### src/rtl/chess_clock_pkg.sv
// rtl/chess_clock_pkg.sv - state encodings and export field layout for chess_clock_ctrl
package chess_clock_pkg;

  typedef enum logic [2:0] {
    ST_IDLE   = 3'd0,
    ST_RUN_A  = 3'd1,
    ST_RUN_B  = 3'd2,
    ST_PAUSED = 3'd3,
    ST_FLAG   = 3'd4
  } state_e;

  localparam int MODE_STATE_LSB  = 0;
  localparam int MODE_STATE_W    = 3;
  localparam int MODE_PLAYER_BIT = 3;
  localparam int MODE_FLAG_A_BIT = 4;
  localparam int MODE_FLAG_B_BIT = 5;
  localparam int MODE_INC_LSB    = 8;
  localparam int MODE_MOVE_LSB   = 16;

  localparam int EXPORT_TIME_A_LSB = 0;
  localparam int EXPORT_TIME_B_LSB = 16;
  localparam int EXPORT_TIME_W     = 16;

  function automatic logic is_running(input state_e s);
    return (s == ST_RUN_A) || (s == ST_RUN_B);
  endfunction

endpackage

### src/rtl/chess_tick_gen.sv
// rtl/chess_tick_gen.sv - prescaler producing a one-cycle tick every DIV enabled cycles
module chess_tick_gen #(
  parameter int DIV = 5000000
) (
  input  logic clk,
  input  logic resetn,
  input  logic en,
  input  logic clr,
  output logic tick
);

  localparam int CNT_W = (DIV > 1) ? $clog2(DIV) : 1;

  logic [CNT_W-1:0] cnt;

  assign tick = en && (cnt == CNT_W'(DIV - 1));

  always_ff @(posedge clk) begin
    if (!resetn) begin
      cnt <= '0;
    end else if (clr) begin
      cnt <= '0;
    end else if (en) begin
      cnt <= tick ? '0 : cnt + 1'b1;
    end
  end

endmodule

### src/rtl/chess_clock_ctrl.sv
// rtl/chess_clock_ctrl.sv - two-player chess clock: timers, run/pause/flag FSM, increment, move count
module chess_clock_ctrl
  import chess_clock_pkg::*;
#(
  parameter int CLK_HZ  = 50000000,
  parameter int TICK_HZ = 10,
  parameter int TIME_W  = 16
) (
  input  logic              clk_clk,
  input  logic              reset_reset_n,
  input  logic              start_i,
  input  logic              pause_i,
  input  logic              new_game_i,
  input  logic              btn_a_i,
  input  logic              btn_b_i,
  input  logic [TIME_W-1:0] cfg_base_i,
  input  logic [7:0]        cfg_inc_i,
  output logic [31:0]       time_export_o,
  output logic [31:0]       mode_export_o,
  output logic              tick_o
);

  localparam int DIV = CLK_HZ / TICK_HZ;

  state_e            state_q, state_d;
  logic [TIME_W-1:0] time_a_q, time_a_d;
  logic [TIME_W-1:0] time_b_q, time_b_d;
  logic [7:0]        inc_q, inc_d;
  logic [15:0]       move_cnt_q, move_cnt_d;
  logic              flag_a_q, flag_a_d;
  logic              flag_b_q, flag_b_d;
  logic              player_q, player_d;
  logic              tick_q;

  logic              tick;
  logic              tick_en;
  logic              tick_clr;
  logic [TIME_W-1:0] run_time;

  function automatic logic [TIME_W-1:0] sat_add(input logic [TIME_W-1:0] t,
                                                input logic [7:0]        inc);
    logic [TIME_W:0] sum;
    sum = {1'b0, t} + (TIME_W + 1)'(inc);
    return sum[TIME_W] ? {TIME_W{1'b1}} : sum[TIME_W-1:0];
  endfunction

  // A pause or abort in the same cycle must not let the prescaler advance.
  assign tick_en = is_running(state_q) && !pause_i && !new_game_i;

  chess_tick_gen #(
    .DIV (DIV)
  ) u_tick_gen (
    .clk    (clk_clk),
    .resetn (reset_reset_n),
    .en     (tick_en),
    .clr    (tick_clr),
    .tick   (tick)
  );

  always_comb begin
    state_d    = state_q;
    time_a_d   = time_a_q;
    time_b_d   = time_b_q;
    inc_d      = inc_q;
    move_cnt_d = move_cnt_q;
    flag_a_d   = flag_a_q;
    flag_b_d   = flag_b_q;
    player_d   = player_q;
    tick_clr   = 1'b0;
    run_time   = '0;

    if (new_game_i) begin
      state_d    = ST_IDLE;
      time_a_d   = cfg_base_i;
      time_b_d   = cfg_base_i;
      inc_d      = cfg_inc_i;
      move_cnt_d = '0;
      flag_a_d   = 1'b0;
      flag_b_d   = 1'b0;
      player_d   = 1'b0;
      tick_clr   = 1'b1;
    end else begin
      case (state_q)
        ST_IDLE: begin
          tick_clr = 1'b1;
          if (start_i && (cfg_base_i != '0)) begin
            state_d    = ST_RUN_A;
            time_a_d   = cfg_base_i;
            time_b_d   = cfg_base_i;
            inc_d      = cfg_inc_i;
            move_cnt_d = '0;
            player_d   = 1'b0;
          end
        end

        ST_RUN_A: begin
          if (pause_i) begin
            state_d  = ST_PAUSED;
            player_d = 1'b0;
          end else if (tick && (time_a_q == TIME_W'(1))) begin
            time_a_d = '0;
            flag_a_d = 1'b1;
            state_d  = ST_FLAG;
            tick_clr = 1'b1;
          end else begin
            // Decrement happens before the increment is credited.
            run_time = tick ? time_a_q - 1'b1 : time_a_q;
            time_a_d = run_time;
            if (btn_a_i) begin
              time_a_d   = sat_add(run_time, inc_q);
              move_cnt_d = move_cnt_q + 16'd1;
              state_d    = ST_RUN_B;
              player_d   = 1'b1;
              tick_clr   = 1'b1;
            end
          end
        end

        ST_RUN_B: begin
          if (pause_i) begin
            state_d  = ST_PAUSED;
            player_d = 1'b1;
          end else if (tick && (time_b_q == TIME_W'(1))) begin
            time_b_d = '0;
            flag_b_d = 1'b1;
            state_d  = ST_FLAG;
            tick_clr = 1'b1;
          end else begin
            run_time = tick ? time_b_q - 1'b1 : time_b_q;
            time_b_d = run_time;
            if (btn_b_i) begin
              time_b_d   = sat_add(run_time, inc_q);
              move_cnt_d = move_cnt_q + 16'd1;
              state_d    = ST_RUN_A;
              player_d   = 1'b0;
              tick_clr   = 1'b1;
            end
          end
        end

        ST_PAUSED: begin
          if (start_i || pause_i) begin
            state_d = player_q ? ST_RUN_B : ST_RUN_A;
          end
        end

        ST_FLAG: begin
          tick_clr = 1'b1;
        end

        default: begin
          state_d  = ST_IDLE;
          tick_clr = 1'b1;
        end
      endcase
    end
  end

  always_ff @(posedge clk_clk) begin
    if (!reset_reset_n) begin
      state_q    <= ST_IDLE;
      time_a_q   <= '0;
      time_b_q   <= '0;
      inc_q      <= '0;
      move_cnt_q <= '0;
      flag_a_q   <= 1'b0;
      flag_b_q   <= 1'b0;
      player_q   <= 1'b0;
      tick_q     <= 1'b0;
    end else begin
      state_q    <= state_d;
      time_a_q   <= time_a_d;
      time_b_q   <= time_b_d;
      inc_q      <= inc_d;
      move_cnt_q <= move_cnt_d;
      flag_a_q   <= flag_a_d;
      flag_b_q   <= flag_b_d;
      player_q   <= player_d;
      tick_q     <= tick;
    end
  end

  // Outputs are pure wiring of flops so the HPS sees a stable registered view.
  always_comb begin
    time_export_o = '0;
    time_export_o[EXPORT_TIME_A_LSB +: EXPORT_TIME_W] = EXPORT_TIME_W'(time_a_q);
    time_export_o[EXPORT_TIME_B_LSB +: EXPORT_TIME_W] = EXPORT_TIME_W'(time_b_q);

    mode_export_o = '0;
    mode_export_o[MODE_STATE_LSB +: MODE_STATE_W] = state_q;
    mode_export_o[MODE_PLAYER_BIT]                = player_q;
    mode_export_o[MODE_FLAG_A_BIT]                = flag_a_q;
    mode_export_o[MODE_FLAG_B_BIT]                = flag_b_q;
    mode_export_o[MODE_INC_LSB +: 8]              = inc_q;
    mode_export_o[MODE_MOVE_LSB +: 16]            = move_cnt_q;
  end

  assign tick_o = tick_q;

endmodule
### config.mk
export PLATFORM = sky130hd
export DESIGN_NAME = chess_clock_ctrl
export DESIGN_NICKNAME = d
export VERILOG_FILES = /design/src/rtl/chess_clock_pkg.sv /design/src/rtl/chess_tick_gen.sv /design/src/rtl/chess_clock_ctrl.sv
export SDC_FILE = /design/constraint.sdc
export NUM_CORES = 1
export LEC_CHECK = 0
export CORE_MARGIN = 4
export CORE_UTILIZATION = 45
export DETAILED_ROUTE_END_ITERATION = 16
export GPL_TIMING_DRIVEN = 0
export PLACE_DENSITY_LB_ADDON = 0.05
export SYNTH_ARGS = -nofsm -noshare
export SYNTH_HDL_FRONTEND = slang
export SYNTH_SLANG_ARGS = --single-unit
### constraint.sdc
create_clock -name clk_clk -period 4.65 [get_ports clk_clk]
set_clock_uncertainty 0.1 [all_clocks]
set_input_delay 0.465 -clock clk_clk [delete_from_list [all_inputs] [get_ports clk_clk]]
set_output_delay 0.465 -clock clk_clk [all_outputs]
set_load 0.005 [all_outputs]
==> After elaboration in Yosys (flattened, before gate mapping) <==
Cells that the tools add are included.
{ "totals": {"elab_cells": 123, "input_bits": 31, "rom_bits": 0, "latchBits": 0, "ff_bits": 86, "mem_bits_rw": 0, "mem_count": 0} }
{ "op_classes": {"mul": 0, "order_cmp": 0, "shift": 0, "bitwise": 3, "eq_ne": 24, "n_addsub": 6, "div_mod_pow": 0, "muxes": 53, "n_reduce_logical": 27} }
{ "ops": {"columns": ["cell", "n"], "rows": [
  ["16-bit two-way mux", 20],
  ["16-bit one-hot mux with 2 select lines", 2],
  ["16-bit one-hot mux with 3 select lines", 1],
  ["16-bit by 8-bit adder with 17-bit output", 2],
  ["16-bit by 1-bit equality test with 1-bit output, second input constant", 2],
  ["16-bit by 1-bit subtractor with 16-bit output, second input constant", 2],
  ["3-bit two-way mux", 8],
  ["8-bit two-way mux", 3],
  ["23-bit by 1-bit adder with 23-bit output, second input constant", 1],
  ["23-bit equality test, second input constant", 1],
  ["23-bit two-way mux", 1],
  ["3-bit != test, second input constant", 7],
  ["16-bit by 1-bit adder with 16-bit output, second input constant", 1],
  ["2-bit != test, second input constant", 8],
  ["16-bit nonzero test", 1],
  ["3-bit one-hot mux with 5 select lines", 1],
  ["1-bit two-way mux", 14],
  ["3-bit AND reduction", 4],
  ["3-bit nonzero test", 3],
  ["4-bit by 3-bit != test with 1-bit output, second input constant", 2],
  ["8-bit AND reduction", 1],
  ["3-bit by 2-bit equality test with 1-bit output, second input constant", 2],
  ["1-bit logical AND", 6],
  ["1-bit one-hot mux with 3 select lines", 2],
  ["other kinds (12)", 18]
]} }

==> Logic depth before layout (Yosys ltp) <==
Gate-level depths: netlist of run 1.
{ "depth": {"word_depth": 13, "depth_mapped": 18, "ltp_nobuf": 16} }

==> Hierarchy <==
From an unflattened synthesis of run 1, not the netlist that was laid out.
{ "hier_totals": {"hier_cells": 821, "hier_area_um2": 6308.6} }
{ "modules_own_cells": {"columns": ["module", "instances", "cells_per_inst", "area_per_inst_um2"], "rows": [
  ["chess_clock_ctrl", 1, 689, 5196.2],
  ["chess_tick_gen", 1, 132, 1112.3]
]} }

==> Worst setup path after synthesis of run 1 <==
Ideal clock, no wire load.
{ "synth_path": {"path_type": "register to register", "start": "reg u_tick_gen.cnt[0]", "end": "reg time_a_q[14]", "required_ns": 4.433, "period_less_slack_ns": 4.770, "slack_ns": -0.120, "arrival_time_ns": 4.553, "stages_incl_launch_ff": 18, "path_buffers": 2, "cell_sequence": "dfxtp_1 -> ha_1 -> nand2_1 -> or4_4 -> buf_6 -> nor3_1 -> clkbuf_1 -> xnor2_1 -> ha_1 -> inv_1 -> fa_1 -> nor2b_1 -> o21ai_0 -> a21oi_1 -> o211ai_1 -> or3_4 -> or4_1 -> a32o_1"} }
{ "synth_between": {"elab_chain_len": 10, "elab_cells_between_ends": 11} }
{ "synth_lines": {"columns": ["element", "line_no", "rtl"], "rows": [
  ["start: declaration", "chess_tick_gen.sv:14", "logic [CNT_W-1:0] cnt;"],
  ["start signal: assignment", "chess_tick_gen.sv:24", "cnt <= tick ? '0 : cnt + 1'b1;"],
  ["23-bit equality test (*)", "chess_tick_gen.sv:16", "assign tick = en && (cnt == CNT_W'(DIV - 1));"],
  ["1-bit logical AND (*)", "chess_tick_gen.sv:16", null],
  ["16-bit two-way mux", "chess_clock_ctrl.sv:107", "run_time = tick ? time_a_q - 1'b1 : time_a_q;"],
  ["16-bit by 8-bit adder with 17-bit output", "chess_clock_ctrl.sv:43", "sum = {1'b0, t} + (TIME_W + 1)'(inc);"],
  ["16-bit two-way mux", "chess_clock_ctrl.sv:44", "return sum[TIME_W] ? {TIME_W{1'b1}} : sum[TIME_W-1:0];"],
  ["16-bit two-way mux", "chess_clock_ctrl.sv:109", "if (btn_a_i) begin"],
  ["16-bit two-way mux (*)", "chess_clock_ctrl.sv:100", "end else if (tick && (time_a_q == TIME_W'(1))) begin"],
  ["16-bit two-way mux (*)", "chess_clock_ctrl.sv:97", "if (pause_i) begin"],
  ["16-bit one-hot mux with 2 select lines (*)", "chess_clock_ctrl.sv:83", "case (state_q)"],
  ["16-bit two-way mux (*)", "chess_clock_ctrl.sv:72", "if (new_game_i) begin"],
  ["end signal: assignment", "chess_clock_ctrl.sv:172", "time_a_q <= time_a_d;"],
  ["end: declaration", "chess_clock_ctrl.sv:26", "logic [TIME_W-1:0] time_a_q, time_a_d;"]
]} }
Mark *: on every way between the ends. The rest lies on a longest branch, timed or not. The select of a mux whose other input is x is not followed.
A chain may end at the register's enable or synchronous reset.

==> Final worst setup path of run 1 <==
{ "layout_path": {"start": "reg u_tick_gen.cnt[1]", "end": "reg time_a_q[10]"} }
Same word-level chain as after synthesis.

==> summary.md, run 1 <==
| Metric | Value |
|---|---|
| Crit Reg-Reg Startpoint | u_tick_gen.cnt[1] |
| Hpwl dp | 16.5 mm |
| Vias | 7,049 |
| Slew Viols, Final | 0 |
| Tightest Pin Transition | 1420 ps |
| Grt ovf | 0 |
| Lkg Pwr | 0.00290 µW |
| Top cell type's share of synthesized area | 26.6% |
| CTS sink cnt | 86 |
| PortBufs | 90 |
| Setup Crit Path Kind | flip-flop to flip-flop |
| Clk_lat worst skew | 360 ps |
| DR pass1 iterations | 6 |
| Top cell types by occurrence after synthesis | nor2_1, nand2_1, dfxtp_1 |
| Cell variety after synth | 75 |
| Pin count of the biggest net entering global routing | 15 |
| Synth Area in Simple Gates | 31.2% |
| Antenna violations before repair | 0 |
| Most used flip-flop cell after synthesis | dfxtp_1 |
| Final min period | 4490 ps |
| CTS tree | built |
| Worst setup path startpoint | u_tick_gen.cnt[1] |
| Die Area | 16,300 µm² |
| Routed Antenna Nets | 0 |
| Die span in x | 128 µm |
| Setup crit start kind | flip-flop |
| Mapped Area | 6460 µm² |
| Post-detailed-route wirelength per cell | 18.8 µm |
| Die Y | 128 µm |
| Maximum fanout along the worst path | 10 |
| Largest family of logic cells by synthesized area | simple AND/OR/NAND/NOR gates |
| Hold WS | 378 ps |
| CTS buffer count | 9 |
| Crit. End Element | flip-flop |
| Final WS setup | 164 ps |
| Post-synthesis adder-cell area fraction | 4.88% |
| Post-Route WL | 21.6 mm |
| CTS Root Cell | clkbuf_16 |
| Final instance area | 8170 µm² |
| Crit-path slowest cell | or4_4 |
| Hold crit path type | flip-flop to flip-flop |
| DR DRC count | 0 |
| Hold path startpoint | flag_a_q |
| Syn avg cell area | 7.63 µm² |
| Placed cells | 1,118 |
| Largest stage delay, worst path | 570 ps |
| Pwr Density | 258 nW/µm² |
| Vias in the first global route | 6,538 |
| H-tree levels | 3 |
| Final TNS setup | 0 ps |
| Post-place setup slack | -1320 ps |
| Max_cap viols | 0 |
| Leading post-synthesis cells by cell area | dfxtp_1, nor2_1, nand2_1, xor2_1, a21oi_1 |
| Total GRT Usage | 26.3% |
| Clock buffer depth | 2 |
| Most frequent cell after synthesis | nor2_1 |
| Final cell count without fillers | 1,148 |
| Initial drt markers | 699 |
| Synthesized flop and latch total | 86 |
| Synth Area in XOR/XNOR | 9.04% |
| Final Setup Violations | 0 |
| GP Congestion | 0.911 |
| Sequential share of the synthesized area | 26.6% |
| Compound-gate portion of the synthesized area | 21.5% |
| Area grow syn2layout | 26.4% |
| Final Hold Viols | 0 |
| First-pass GRT wire length | 34.5 mm |
| Area leader, netlist | dfxtp_1 |
| Placed cell area | 7600 µm² |
| Share of post-route cells with drive strength above 1 | 8.99% |
| Antenna diode count | 0 |
| Post-synthesis mux area share | 2.09% |
| VDD IR-drop max | 174 µV |
| Hold buffers post-CTS | 0 |
| Status | complete, no violations |
| Core area | 14,000 µm² |
| Initial Util | 46.2% |
| CP arrival | 4630 ps |
| Rows | 43 |
| Vias per cell | 6.14 |
| Post-synth EDFFs | 0 |
| YS warnings | 0 |
| Nets | 1,018 |
| Crit-path cells | ha_2, nand2_1, or4_4, buf_6, nor3_4, buf_4, nand2_1, or3_1, xnor2_1, ha_2, or3_1, o211ai_1, buf_4, mux2i_1, a22oi_1, a221o_1, a22o_1 |
| Synthesized instance count | 847 |
| Required time worst endpoint | 4800 ps |
| I/O Pins | 96 |
| Post-route clock period utilization | 96.5% |
| Post-synthesis async set-or-reset flop share | 0% |
| Crit-path leading delay family | simple AND/OR/NAND/NOR gates |
| Clock-pin slew on the worst setup and hold paths | 60 ps |
| Layout filler cell count | 1,315 |
| Relative slew margins | 4.78% |
| Max frequency | 0.223 GHz |
| WP buf/inv | 3 |
==> report_power, final <==
group	internal (µW)	leakage [µW]	total [µW]	switching [µW]
sequential	765	0.000704	815	50.3
clock	524	0.000159	834	310
combinational	204	0.00203	460	256
total	1490	0.00290	2110	616
==> path summary, 6_finish.rpt <==
path | cells after the start | slack, ps | to
worst max register to register | 17 | 160 | time_a_q[10]
worst max-delay path | 17 | 160 | time_a_q[10]
worst min-delay path | 2 | 380 | flag_a_q
worst min register to register | 2 | 380 | flag_a_q
==> placed cells by master, fill, tap and decap left out, types with 9 or more instances in the layout <==
cell / n
nor2_1: 91
clkdlybuf4s50_1: 90
nand2_1: 89
dfxtp_1: 84
a21oi_1: 55
o21ai_0: 42
clkbuf_1: 38
nand3_1: 37
xor2_1: 34
xnor2_1: 29
nand4_1: 21
nor3_1: 21
buf_4: 20
inv_1: 19
ha_1: 18
nand2b_1: 15
or3_1: 12
nor4_1: 12
or4_1: 11
o221ai_1: 11
nor4b_1: 10
a21o_1: 10
and3_1: 9
mux2i_1: 9
o31ai_1: 9
a21boi_0: 9
a22o_1: 9
clkbuf_16: 9
==> area by class of cell <==
class,instances,area (µm²),share of cell area [%]
inverters,19,71.3,0.873
clock buffers,10,229,2.80
multi-input cells,692,4560,55.8
clock inverters,6,110,1.35
flip-flops and latches,86,1730,21.1
repair buffers,105,1010,12.4
well taps,180,225,2.76
plain buffers,50,233,2.85
==> routing by layer <==
metal	vias to the layer above	wire length, µm	share of wire [%]	GRT usage, %
met5	-	0	0	0
met4	0	437	2.0	6.93
met3	42	1810	8.4	5.96
met2	306	9790	45	41.0
met1	3349	9580	44	36.6
li1	3352	-	-	-
==> registers in the layout, summed over array words and instances (netlist names) <==
| name | count |
|---|---|
| inc_q | 8 |
| state_q | 3 |
| player_q | 1 |
| flag_b_q | 1 |
| tick_o | 1 |
| flag_a_q | 1 |
| move_cnt_q | 16 |
| time_a_q | 16 |
| u_tick_gen.cnt | 23 |
| time_b_q | 16 |
==> what timing repair did <==
item	4_1_cts	5_1_grt
gates resized for setup	14	19
setup buffers	4	11
setup endpoints to repair	32	19
pin swaps	3	8
cloned	0	0
==> kinds of logic (layout without fill, tap and decap cells) <==
| group | count (synthesis) | after routing |
|---|---|---|
| flip-flops | 86 | 86 |
| multiplexers | 13 | 13 |
| XOR/XNOR | 65 | 65 |
| adder cells (fa/ha/maj) | 24 | 24 |
| AO/OA/AOI/OAI | 209 | 209 |
| AND/OR/NAND/NOR | 379 | 379 |
| other | 1 | 2 |
| buffers and inverters | 70 | 190 |
==> worst register-to-register path: stages (launching register included) <==
cell and delay [ps]:
dfxtp_2 360, ha_2 200, nand2_1 70, or4_4 570
buf_6 190, nor3_4 180, buf_4 190, nand2_1 90
or3_1 360, xnor2_1 160, ha_2 210, or3_1 400
o211ai_1 290, buf_4 210, mux2i_1 190, a22oi_1 110
a221o_1 340, a22o_1 170
==> stage by stage <==
| step | util, % | total power (µW) |
|---|---|---|
| 2_1_floorplan | - | 1090 |
| 3_3_place_gp | 54.3 | 1260 |
| 3_5_place_dp | 54.3 | 1270 |
| 4_1_cts | 57.2 | 2110 |
| 5_1_grt | 58.4 | 2210 |
| 6_report | 58.4 | 2110 |
No activity file was read; power rests on OpenSTA's default activity.
==> inputs of run 2 (changes only) <==
CORE_MARGIN = unset   (was 4)
==> run 2 against run 1 <==
Power shrank 1.9%. Count of clock-buffer cells in the layout is the same. Register-to-register slack gained 40 ps. Sequential share of layout area grew 0.16 points. Critical path type unchanged. Critical endpoint is now time_a_q[14].
==> summary.md, run 2 (synthesized netlist as in run 1, its figures left out) <==
| Metric | Value |
|---|---|
| CP arrival | 4590 ps (-40 ps) |
| Met1 usage | 39.9% (+3.2 points) |
| Die span in x | 122 µm (-4.7%) |
| Share of post-route cells with drive strength above 1 | 8.32% (-0.67 points) |
| Final TNS setup | 0 ps (unchanged) |
| Status | complete, no violations |
| CTS buffer count | 9 (unchanged) |
| Post-Route WL | 21.5 mm (-0.45%) |
| Hpwl dp | 16.1 mm (-2.1%) |
| I/O Pins | 96 (unchanged) |
| Vias per cell | 6.15 (+0.23%) |
| Final Util | 58.1% (-0.29 points) |
| H-tree levels | 3 (unchanged) |
| CTS Root Cell | clkbuf_16 |
| First-pass GRT wire length | 34.1 mm (-1.2%) |
| Hold crit path type | flip-flop to flip-flop |
| Vias in the first global route | 6,507 (-0.47%) |
| Crit-path cells | ha_2, nand2_1, or4_4, buf_6, nor3_4, buf_8, xnor2_2, ha_2, inv_1, fa_2, nor2b_1, o21ai_1, a21oi_2, o211ai_1, or3_4, or4_1, a32o_1 |
| Max_cap viols | 0 (unchanged) |
| Clock-pin slew on the worst setup and hold paths | 60 ps (about the same) |
| Most used cell, CP | ha_2 |
| GP Congestion | 0.923 (+1.3%) |
| Final Setup Violations | 0 (unchanged) |
| Pwr Density | 255 nW/µm² (-1.1%) |
| Final cell count without fillers | 1,142 (-0.52%) |
| WP buf/inv | 3 (unchanged) |
| Most frequent cells in the layout | nor2_1, clkdlybuf4s50_1, nand2_1 |
| Relative slew margins | 24.8% (+20 points) |
| Antenna diode count | 0 (unchanged) |
| Max FFs per register | 23 (unchanged) |
| Lkg Pwr | 0.00286 µW (-1.3%) |
| Final WS setup | 203 ps (+38.8 ps) |
| Clk_lat worst skew | 350 ps (about the same) |
| Largest stage delay, worst path | 570 ps (about the same) |
| DR DRC count | 0 (unchanged) |
| M2 GR Usage | 46.2% (+5.2 points) |
| Maximum fanout along the worst path | 10 (unchanged) |
| Initial drt markers | 488 (-30%) |
| Required time worst endpoint | 4790 ps (about the same) |
| Setup crit start kind | flip-flop |
| CTS sink cnt | 86 (unchanged) |
| Setup Crit Path Kind | flip-flop to flip-flop |
| Antenna violations before repair | 0 (unchanged) |
| Crit-path leading delay family | simple AND/OR/NAND/NOR gates |
| PortBufs | 90 (unchanged) |
| VDD IR-drop max | 245 µV (+41%) |
| Routed Antenna Nets | 0 (unchanged) |
| Grt ovf | 0 (unchanged) |
| Final Hold Viols | 0 (unchanged) |
| Initial Util | 46.4% (+0.18 points) |
| Nets | 1,013 (-0.49%) |
| Commonest non-fill, non-tap cell in the layout | nor2_1 |
| Vias | 7,028 (-0.30%) |
| Die Area | 14,800 µm² (-9.2%) |
| Pin count of the biggest net entering global routing | 15 (unchanged) |
| Core area | 13,900 µm² (-0.38%) |
| Placed cell area | 7600 µm² (unchanged) |
| Post-place setup slack | -1320 ps (+0.180 ps) |
| CTS tree | built |
| Total GRT Usage | 29.7% (+3.5 points) |
| Rows | 43 (unchanged) |
| Crit. End Element | flip-flop |
| Post-detailed-route wirelength per cell | 18.8 µm (about the same) |
| Placed cells | 1,118 (unchanged) |
| Tightest Pin Transition | 1120 ps (-298 ps) |
| Biggest register | u_tick_gen.cnt |
| Final instance area | 8100 µm² (-0.87%) |
| Clock buffer depth | 2 (unchanged) |
| Area grow syn2layout | 25.3% |
| Die Y | 122 µm (-4.7%) |
| Max frequency | 0.225 GHz (+0.87%) |
| GR peak layer | met2 |
| Post-route clock period utilization | 95.6% (-0.83 points) |
| Unrepaired setup endpoints after global routing | no |
| Grt met3 use | 6.41% (+0.46 points) |
| DR pass1 iterations | 6 (unchanged) |
| Slew Viols, Final | 0 (unchanged) |
| Crit-path slowest cell | or4_4 |
| Final min period | 4450 ps (-38.8 ps) |
-- run 2: layer usage --
metal / up-vias / wire length, µm
met5: - / 0
met3: 55 / 1730
met4: 0 / 626
met2: 301 / 9690
met1: 3323 / 9470
li1: 3349 / -
-- run 2: report_power, final --
part	internal (µW)	switching [µW]	leakage, µW
clock network	483	313	0.000151
logic	203	253	0.00200
registers	766	51.0	0.000704
-- run 2: worst reg2reg max path, cell delays in order (launching register included) --
cell	delay (ps)
dfxtp_2	370
ha_2	200
nand2_1	70
or4_4	570
buf_6	190
nor3_4	180
buf_8	170
xnor2_2	130
ha_2	200
inv_1	50
fa_2	350
nor2b_1	130
o21ai_1	100
a21oi_2	210
o211ai_1	150
or3_4	390
or4_1	520
a32o_1	250
-- run 2: stage by stage --
| step | total power [µW] | hold WS, ps |
|---|---|---|
| final | 2070 | 374 |
| after global routing | 2160 | 412 |
| after detailed placement | 1270 | 364 |
| after global placement | 1260 | 359 |
| after floorplan | 1090 | 342 |
| after CTS | 2070 | 383 |
-- run 2: worst paths after layout --
check                          from            to  slack, ps  cells after the start
hold / removal             flag_a_q      flag_a_q        370                      2
setup / recovery  u_tick_gen.cnt[0]  time_a_q[14]        200                     17
setup reg to reg  u_tick_gen.cnt[0]  time_a_q[14]        200                     17
hold reg to reg            flag_a_q      flag_a_q        370                      2
-- run 2: final cells by class --
type | instances | area [µm²]
plain buffers | 50 | 233
clock buffers | 10 | 239
clock inverters | 5 | 83.8
fillers | 1303 | 5840
inverters | 19 | 71.3
multi-input cells | 692 | 4540
flip-flops and latches | 86 | 1720
well taps | 180 | 225
repair buffers | 100 | 980
-- run 2: timing repair --
action                                  CTS  global route
hold buffers                              0             0
buffers inserted                          3             7
pin swaps                                 3             7
endpoints found under the setup margin   32            20
resized for setup                        12            17
==> inputs of run 3 (changes only) <==
HOLD_SLACK_MARGIN = 0.05   (was unset)
SETUP_SLACK_MARGIN = 0.4   (was unset)
==> run 3 against run 2 <==
Fmax increased by 4.8%. Final area increased by 5.5%. Hold slack improved by 10 ps. Clock power decreased by 17%. First-iteration DRC count increased by 26%. Core utilization increased by 3.2 points. Non-clock buffer count increased by 26. Routed wire length increased by 2.7%. Combinational power increased by 7.9%.
==> summary.md, run 3 (synthesized netlist as in run 1, its figures left out) <==
| Metric | Value |
|---|---|
| Hold buffers post-CTS | 0 (unchanged) |
| Total GRT Usage | 30.5% (+0.82 points) |
| Antenna violations before repair | 0 (unchanged) |
| Final WS setup | 408 ps (+205 ps) |
| Setup Crit Path Kind | flip-flop to flip-flop |
| Hpwl dp | 16.1 mm (about the same) |
| Max FFs per register | 23 (unchanged) |
| CTS buffer count | 9 (unchanged) |
| Post-detailed-route wirelength per cell | 18.9 µm (+0.40%) |
| Max frequency | 0.236 GHz (+4.8%) |
| Vias in the first global route | 6,731 (+3.4%) |
| Final cell count without fillers | 1,168 (+2.3%) |
| PortBufs | 90 (unchanged) |
| Tightest Pin Transition | 1170 ps (+49.0 ps) |
| Maximum fanout along the worst path | 10 (unchanged) |
| Worst setup path startpoint | u_tick_gen.cnt[15] |
| I/O Pins | 96 (unchanged) |
| Pwr Density | 231 nW/µm² (-9.6%) |
| Final min period | 4240 ps (-205 ps) |
| GP Congestion | 0.916 (-0.76%) |
| Grt ovf | 0 (unchanged) |
| Placed cells | 1,118 (unchanged) |
| Routed Antenna Nets | 0 (unchanged) |
| Post-place setup slack | -756 ps (+568 ps) |
| Unrepaired setup endpoints after global routing | yes |
| VDD IR-drop max | 186 µV (-24%) |
| Lkg Pwr | 0.00304 µW (+6.5%) |
| Final Setup Violations | 0 (unchanged) |
| Slew Viols, Final | 0 (unchanged) |
| Max_cap viols | 0 (unchanged) |
| Biggest register | u_tick_gen.cnt |
| Clock-pin slew on the worst setup and hold paths | 60 ps (about the same) |
| Crit. End Element | flip-flop |
| Final Hold Viols | 0 (unchanged) |
| CP arrival | 4380 ps (-210 ps) |
| Nets | 1,039 (+2.6%) |
| Crit Reg-Reg Startpoint | u_tick_gen.cnt[15] |
| Die Y | 122 µm (unchanged) |
| Required time worst endpoint | 4790 ps (about the same) |
| Clk_lat worst skew | 350 ps (about the same) |
| Vias per cell | 6.13 (-0.39%) |
| Clock buffer depth | 2 (unchanged) |
| Antenna diode count | 0 (unchanged) |
| Setup crit start kind | flip-flop |
| Post-route clock period utilization | 91.2% (-4.4 points) |
| CTS Root Cell | clkbuf_16 |
| Initial drt markers | 613 (+26%) |
| Die Area | 14,800 µm² (unchanged) |
| Post-Route WL | 22.1 mm (+2.7%) |
| Core area | 13,900 µm² (unchanged) |
| Hold WS | 385 ps (+10.2 ps) |
| Relative slew margins | 21.5% (-3.3 points) |
| First-pass GRT wire length | 35.1 mm (+3.0%) |
| Most frequent cells in the layout | nor2_1, clkdlybuf4s50_1, nand2_1 |
| Hold path startpoint | flag_b_q |
| CTS sink cnt | 86 (unchanged) |
| DR DRC count | 0 (unchanged) |
| Status | complete, no violations |
| Initial Util | 46.4% (unchanged) |
| Hold crit path type | flip-flop to flip-flop |
| CTS tree | built |
| Rows | 43 (unchanged) |
| Pin count of the biggest net entering global routing | 14 (-1) |
| H-tree levels | 3 (unchanged) |
| Vias | 7,160 (+1.9%) |
| Area grow syn2layout | 32.1% |
| Share of post-route cells with drive strength above 1 | 14.5% (+6.2 points) |
| Die span in x | 122 µm (unchanged) |
| DR pass1 iterations | 5 (-1) |
run 3: cell types whose count changed in the layout (fill, tap and decap cells not counted), moves of 5 or more:
| cell | delta |
|---|---|
| buf_4 | +24 |
| a21oi_1 | -5 |
| ha_4 | +5 |
| o21ai_2 | +5 |
run 3: metal layers:
metal	vias up	track usage, %	part of all wire, %
met5	-	0	0
met4	0	8.72	1.5
met3	32	4.73	8.3
met2	315	49.8	46
met1	3427	41.4	44
li1	3386	-	-
run 3: report_power, final:
group | switching [µW] | leakage (µW) | internal [µW]
combinational | 267 | 0.00222 | 225
sequential | 53.0 | 0.000706 | 764
clock | 304 | 0.000121 | 358
run 3: what timing repair did:
| item | CTS | global route |
|---|---|---|
| endpoints found under the setup margin | 24 | 23 |
| gates cloned | 0 | 0 |
| buffers inserted | 24 | 11 |
| gates resized for setup | 38 | 35 |
| pin swaps | 24 | 12 |
| endpoints found under the hold margin | 0 | 0 |
run 3: critical path: stages, from the launching register on:
cell,delay (ps)
dfxtp_2,340
nand4b_1,190
or4_4,570
or3_4,360
clkbuf_16,190
o21ai_2,190
inv_1,90
fa_2,380
nor2b_2,140
o21ai_2,80
a21oi_2,190
o211ai_1,170
or3_4,370
or4_1,520
a32o_1,250
run 3: worst paths after layout:
check | end | slack (ps) | cells past startpoint
worst min-delay path | flag_b_q | 380 | 2
worst max-delay path | time_a_q[14] | 410 | 14
worst max register to register | time_a_q[14] | 410 | 14
worst min register to register | flag_b_q | 380 | 2
run 3: through the flow:
step | utilization, % | instance area, µm² | TNS, ps | power [µW]
detailed placement | 55.1 | 7680 | -9660 | 1270
global route | 61.3 | 8540 | 0 | 2060
CTS | 59.4 | 8280 | 0 | 1950
floorplan | - | 6550 | 0 | 1090
global placement | 55.1 | 7680 | -9070 | 1260
finish | 61.3 | 8540 | 0 | 1970
run 3: cell type report:
type	count	area (µm²)
Fill cell	1278	5400
Tap cell	180	225
Sequential cell	86	1730
Clock inverter	4	25.0
Multi-Input combinational cell	692	4800
Buffer	51	283
Inverter	19	71.3
Timing Repair Buffer	125	1170
Clock buffer	11	233
